### src/rtl/ntt_pkg.sv
// ntt_pkg: FSM states, 17-bit address type, latency default and address helpers for the NTT address unit
package ntt_pkg;
  typedef enum logic [1:0] {IDLE, RUN, DRAIN, DONE} state_t;
  typedef logic [16:0] addr_t;
  localparam int BF_LATENCY_DEF = 4;
  function automatic addr_t pow2_floor(addr_t x);
    addr_t r;
    r = '0;
    for (int i = 0; i < 17; i++) r = x[i] ? addr_t'(1) << i : r;
    return r;
  endfunction
  function automatic addr_t bf_lo(addr_t k, addr_t len);
    addr_t m;
    m = len - addr_t'(1);
    return ((k & ~m) << 1) | (k & m);
  endfunction
endpackage

### src/rtl/ntt_addr_delay_line.sv
// ntt_addr_delay_line: DEPTH-stage shift register (clk, rst sync high, d_i in, q_o = d_i delayed DEPTH cycles)
module ntt_addr_delay_line #(
  parameter int DEPTH = 4,
  parameter int W = 35
) (
  input  logic         clk,
  input  logic         rst,
  input  logic [W-1:0] d_i,
  output logic [W-1:0] q_o
);
  logic [W-1:0] sr_q [DEPTH];
  logic [W-1:0] sr_d [DEPTH];
  always_comb begin
    sr_d[0] = d_i;
    for (int i = 1; i < DEPTH; i++) sr_d[i] = sr_q[i-1];
  end
  always_ff @(posedge clk) begin
    if (rst) sr_q <= '{default: '0};
    else sr_q <= sr_d;
  end
  assign q_o = sr_q[DEPTH-1];
endmodule

### src/rtl/ntt_address_unit_register.sv
// ntt_address_unit_register: NTT butterfly address generator (ntt_start/param_n in; raddr*/waddr* pairs and one-hot we_o out)
module ntt_address_unit_register
  import ntt_pkg::*;
#(
  parameter int ADDR_WIDTH = 6,
  parameter int DATA_WIDTH = 32,
  parameter int BF_LATENCY = BF_LATENCY_DEF
) (
  input  logic                          clk,
  input  logic                          rst,
  input  logic                          ntt_start,
  input  logic [16:0]                   param_n,
  output logic [16:0]                   raddr1_o,
  output logic [16:0]                   raddr2_o,
  output logic [16:0]                   waddr1_o,
  output logic [16:0]                   waddr2_o,
  output logic [2**(ADDR_WIDTH-1)-1:0]  we_o
);
  localparam int CW = $clog2(BF_LATENCY + 1);
  localparam int LW = 2 ** (ADDR_WIDTH - 1);
  if (BF_LATENCY < 1 || DATA_WIDTH < 1 || ADDR_WIDTH < 2) begin : g_bad_param
    $error("ntt_address_unit_register: invalid parameter");
  end
  state_t state_q, state_d;
  addr_t half_q, half_d, len_q, len_d, k_q, k_d;
  addr_t raddr1_q, raddr1_d, raddr2_q, raddr2_d, lo_d, n_in;
  logic valid_q, valid_d, stage_end, drain_end, wvalid;
  logic [CW-1:0] cnt_q, cnt_d;
  assign n_in = pow2_floor(param_n);
  assign stage_end = k_q == half_q - 17'd1;
  assign drain_end = cnt_q == CW'(BF_LATENCY - 1);
  always_ff @(posedge clk) begin
    if (rst) begin
      state_q  <= IDLE;
      half_q   <= '0;
      len_q    <= '0;
      k_q      <= '0;
      cnt_q    <= '0;
      raddr1_q <= '0;
      raddr2_q <= '0;
      valid_q  <= 1'b0;
    end else begin
      state_q  <= state_d;
      half_q   <= half_d;
      len_q    <= len_d;
      k_q      <= k_d;
      cnt_q    <= cnt_d;
      raddr1_q <= raddr1_d;
      raddr2_q <= raddr2_d;
      valid_q  <= valid_d;
    end
  end
  always_comb begin
    state_d = state_q;
    case (state_q)
      IDLE:    if (ntt_start) state_d = n_in < 17'd2 ? DONE : RUN;
      RUN:     if (stage_end) state_d = DRAIN;
      DRAIN:   if (drain_end) state_d = len_q == 17'd1 ? DONE : RUN;
      DONE:    if (!ntt_start) state_d = IDLE;
      default: state_d = IDLE;
    endcase
  end
  always_comb begin
    half_d  = half_q;
    len_d   = len_q;
    k_d     = k_q;
    cnt_d   = '0;
    valid_d = 1'b0;
    case (state_q)
      IDLE: if (ntt_start) begin
        half_d  = n_in >> 1;
        len_d   = n_in >> 1;
        k_d     = '0;
        valid_d = n_in >= 17'd2;
      end
      RUN: if (!stage_end) begin
        k_d     = k_q + 17'd1;
        valid_d = 1'b1;
      end
      DRAIN: begin
        cnt_d = cnt_q + 1'b1;
        if (drain_end && len_q != 17'd1) begin
          len_d   = len_q >> 1;
          k_d     = '0;
          valid_d = 1'b1;
        end
      end
      default: ;
    endcase
    lo_d     = bf_lo(k_d, len_d);
    raddr1_d = valid_d ? lo_d : raddr1_q;
    raddr2_d = valid_d ? lo_d | len_d : raddr2_q;
  end
  ntt_addr_delay_line #(.DEPTH(BF_LATENCY), .W(35)) u_delay (
    .clk(clk),
    .rst(rst),
    .d_i({valid_q, raddr1_q, raddr2_q}),
    .q_o({wvalid, waddr1_o, waddr2_o})
  );
  assign raddr1_o = raddr1_q;
  assign raddr2_o = raddr2_q;
  assign we_o = wvalid ? LW'(1) << waddr1_o[ADDR_WIDTH-2:0] : '0;
endmodule

### config.mk
export PLATFORM = sky130hd
export DESIGN_NAME = ntt_address_unit_register
export DESIGN_NICKNAME = d
export VERILOG_FILES = /design/src/rtl/ntt_pkg.sv /design/src/rtl/ntt_addr_delay_line.sv /design/src/rtl/ntt_address_unit_register.sv
export SDC_FILE = /design/constraint.sdc
export NUM_CORES = 1
export LEC_CHECK = 0
export BUFFER_PORTS_ARGS = -buffer_cell sky130_fd_sc_hd__buf_2
export CAP_MARGIN = 20
export CELL_PAD_IN_SITES_DETAIL_PLACEMENT = 0
export CELL_PAD_IN_SITES_GLOBAL_PLACEMENT = 1
export CORE_MARGIN = 4
export CORE_UTILIZATION = 41
export DETAILED_ROUTE_END_ITERATION = 8
export PLACE_DENSITY = 0.72
export REMOVE_ABC_BUFFERS = 1
export SLEW_MARGIN = 30
export SYNTH_ARGS = -nofsm -noshare
export SYNTH_HDL_FRONTEND = slang
export SYNTH_HIERARCHICAL = 1
export SYNTH_SLANG_ARGS = --single-unit
### constraint.sdc
create_clock -name clk -period 6 [get_ports clk]
set_input_delay 0.6 -clock clk [delete_from_list [all_inputs] [get_ports clk]]
set_output_delay 0.6 -clock clk [all_outputs]
set_load 0.005 [all_outputs]
==> flow_metrics.py <==
metrics = {
    "status": {
        "status": "finished, final reports clean",
    },
    "pwr": {
        "p_total_mw": 3.908,
        "combinationalPowerShare_pct": 17.2,
        "seqPwrFrac_pct": 45.0,
        "p_leak_nw": 4.484,
        "switching_share_pct": 27.59,
        "clockPowerShare_pct": 37.9,
        "pwr_density_cell_nw_per_um2": 354.9,
        "power_switching_mw": 1.078,
        "internal_power_mw": 2.830,
        "ir_drop_v": 0.0001789,
    },
    "route": {
        "vias": 7528,
        "drt-met1-wl_um": 10850,
        "met3_length_um": 1808,
        "first_pass_iters": 5,
        "postRouteAntennaNets": 0,
        "met2_length_um": 9651,
        "wire_per_inst_um": 15.93,
        "wl_um": 22970,
        "highest_layer": "met4",
        "drc": 0,
        "viasPerCell": 5.221,
        "drtIter0Drc": 423,
    },
    "timing": {
        "drv_slew": 0,
        "whs_ns": 0.3661,
        "setup_viol": 0,
        "min_period_ns": 4.394,
        "period_share_pct": 73.23,
        "clock_skew_ns": 0.009780,
        "hold_viol": 0,
        "fmax_ghz": 0.2276,
        "relSlewSlack_pct": 36.90,
        "rsz0062_at_grt": "no",
        "worst_pin_slew_ns": 0.9317,
        "setup_tns_ns": 0,
    },
    "placement": {
        "place_area_um2": 10220,
        "placed_cells": 1400,
        "place_hpwl_um": 16090,
        "place_congestion": 0.9076,
        "numPortBuffers": 118,
    },
    "floorplanning": {
        "core-area_um2": 22710,
        "start_util_pct": 41.72,
        "dieHeight_um": 160.0,
        "ios": 120,
        "dieArea_um2": 25610,
        "std_cell_rows": 55,
        "die_x_um": 160.0,
    },
    "logic_synthesis": {
        "synth_area_leaders": "dfxtp_1 49%, nor2b_1 10%, nor2_1 4.9%",
        "async_flop_share_pct": 0,
        "synthCells": 1050,
        "ys_types": 74,
        "syn_avg_cell_area_um2": 9.024,
        "ys_ff_latch": 230,
        "yosysTopAreaCellShare_pct": 48.59,
        "yosys.area.top_type": "dfxtp_1",
        "yosysSeqAreaShare_pct": 48.59,
        "netlist_area_um2": 9475,
        "synth-main-ff-cell": "dfxtp_1",
        "ys_warn_count": 6,
        "synth-edff-count": 0,
    },
    "worst_setup_path": {
        "crit_start": "cnt_q[0]$_SDFF_PP0_",
        "cp_top_family": "compound AO/OA/AOI/OAI gates",
        "cp.depth": 11,
        "timing.rr.end": "raddr2_o[12]$_SDFFE_PP0P_",
        "worstPathRequired_ns": 6.36,
        "worst_setup_path_end_kind": "register",
        "r2r_start": "cnt_q[0]$_SDFF_PP0_",
        "rrSetupSlack_ns": 1.61,
        "path_max_fanout": 17,
        "critPathLaunchType": "register",
        "path_cells": "ha_1, ha_1, inv_1, a22o_1, a22o_1, a31oi_1, nand4_1, or4_1, xnor2_1, a221oi_1, a211oi_1",
        "endpoint": "raddr2_o[12]$_SDFFE_PP0P_",
        "critPathMaxStageDelay_ns": 0.70,
        "reg2reg_depth": 11,
        "crit_type": "register to register",
        "slowest_stage": "or4_1",
        "worstPathArrival_ns": 4.75,
        "cp_num_buf_inv": 1,
    },
    "final_layout": {
        "final_cell_area_um2": 11010,
        "layout_common_cells": "230 x dfxtp_1, 152 x nor2b_1, 123 x nor2_1, 117 x buf_2, 68 x nand2_1",
        "n_antenna_cell": 0,
        "drive_gt1_share_pct": 15.99,
        "finalNetCount": 1167,
        "final_cells": 1442,
        "final_common_cell": "dfxtp_1",
        "area_delta_synth_final_pct": 16.20,
    },
    "clock_tree": {
        "clock_latency_ns": 0.51,
        "path_clk_slew_ns": 0.06,
        "h-tree-depth": 1,
        "cts.sinks": 230,
        "cts_made_buffers": 25,
        "cts_resized": 0,
        "cts_tree": "yes",
        "cts_buffer_depth": 3,
        "postCtsSetupRepairBufs": 0,
        "cts-root-buf": "clkbuf_16",
        "ctsHoldBuffers": 0,
    },
    "global_route": {
        "grt_pass1_vias": 6835,
        "antenna_found_initial": 0,
        "grt_overflow": 0,
        "grt_usage_pct": 17.31,
        "grt_pass1_wl_um": 37060,
        "grt_start_max_net_pins": 103,
    },
    "job": {
        "max-cap-violations": 0,
    },
    "min_path": {
        "hp-class": "primary input to register",
    },
}
[flip-flops by register name, indices dropped and copies added (netlist names)]
signal / flops
cnt_q: 3
raddr1_o: 17
u_delay/q_o: 35
raddr2_o: 17
half_q: 16
state_q: 2
len_q: 17
u_delay/sr_d: 105
valid_q: 1
k_q: 17
[logic make-up (layout without fill, tap and decap cells)]
logic type,count (synthesis),in the layout,share of synthesized area (%)
compound gates,182,182,14.10
simple gates,500,500,28.03
flops,230,230,48.59
xor+xnor,44,44,4.067
fa+ha+maj,5,5,0.6602
buf+inv,84,191,4.001
mux,5,5,0.5414
[layer usage]
metal,up-vias,track usage [%]
met5,-,0
met4,0,5.788
met2,280,26.78
met1,3364,24.42
li1,3840,-
met3,44,3.226
[through the flow]
| stage | worst slack (ns) | util [%] |
|---|---|---|
| global route | 1.271 | 48.48 |
| detailed placement | 1.666 | 45.00 |
| finish | 1.606 | 48.48 |
| CTS | 1.660 | 48.48 |
| floorplan | 1.947 | - |
| global placement | 1.691 | 45.00 |
[power by group through the flow]
stage	Clock [mW]	Combinational [mW]	Sequential, mW
after floorplan	0	0.400	1.79
after global placement	0	0.670	1.79
after detailed placement	0	0.674	1.79
after CTS	1.52	0.678	1.76
after global routing	1.58	0.749	1.78
final	1.48	0.672	1.76
[Yosys cell counts (12+ instances only)]
| master | n |
|---|---|
| nor2_1 | 123 |
| nor3_1 | 27 |
| xor2_1 | 19 |
| dfxtp_1 | 230 |
| nor4_1 | 13 |
| xnor2_1 | 25 |
| nor2b_1 | 152 |
| clkbuf_1 | 41 |
| a211oi_1 | 20 |
| nand2_1 | 68 |
| inv_1 | 17 |
| a21oi_1 | 42 |
| nand3_1 | 33 |
| buf_2 | 18 |
| or4_1 | 12 |
[how the worst min path moves through the flow]
stage                                     start                     endpoint  slack, ns  cells past startpoint
floorplan                   cnt_q[0]$_SDFF_PP0_          cnt_q[0]$_SDFF_PP0_       0.40                      1
global placement    u_delay/sr_d[69]$_SDFF_PP0_  u_delay/sr_d[34]$_SDFF_PP0_       0.41                      1
detailed placement  u_delay/sr_d[10]$_SDFF_PP0_   u_delay/q_o[10]$_SDFF_PP0_       0.42                      1
CTS                                 param_n[13]      half_q[12]$_SDFFE_PP0P_       0.34                      3
global route                        param_n[10]       half_q[9]$_SDFFE_PP0P_       0.36                      3
finish                              param_n[13]      half_q[12]$_SDFFE_PP0P_       0.37                      3
[worst register-to-register path, cell delays in order (launching register included)]
cell and delay, ns:
dfxtp_1 0.33, ha_1 0.15, ha_1 0.55, inv_1 0.31, a22o_1 0.27, a22o_1 0.23
a31oi_1 0.54, nand4_1 0.50, or4_1 0.70, xnor2_1 0.16, a221oi_1 0.37, a211oi_1 0.13
[layout make-up]
cell class | instances | area, um^2
Sequential cell | 230 | 4604
Clock buffer | 35 | 703.2
Multi-Input combinational cell | 736 | 4492
Inverter | 17 | 63.81
Timing Repair Buffer | 132 | 701.9
Clock inverter | 7 | 88.84
Tap cell | 285 | 356.6
Fill cell | 2170 | 11700
No activity file was read; power rests on OpenSTA's default activity.
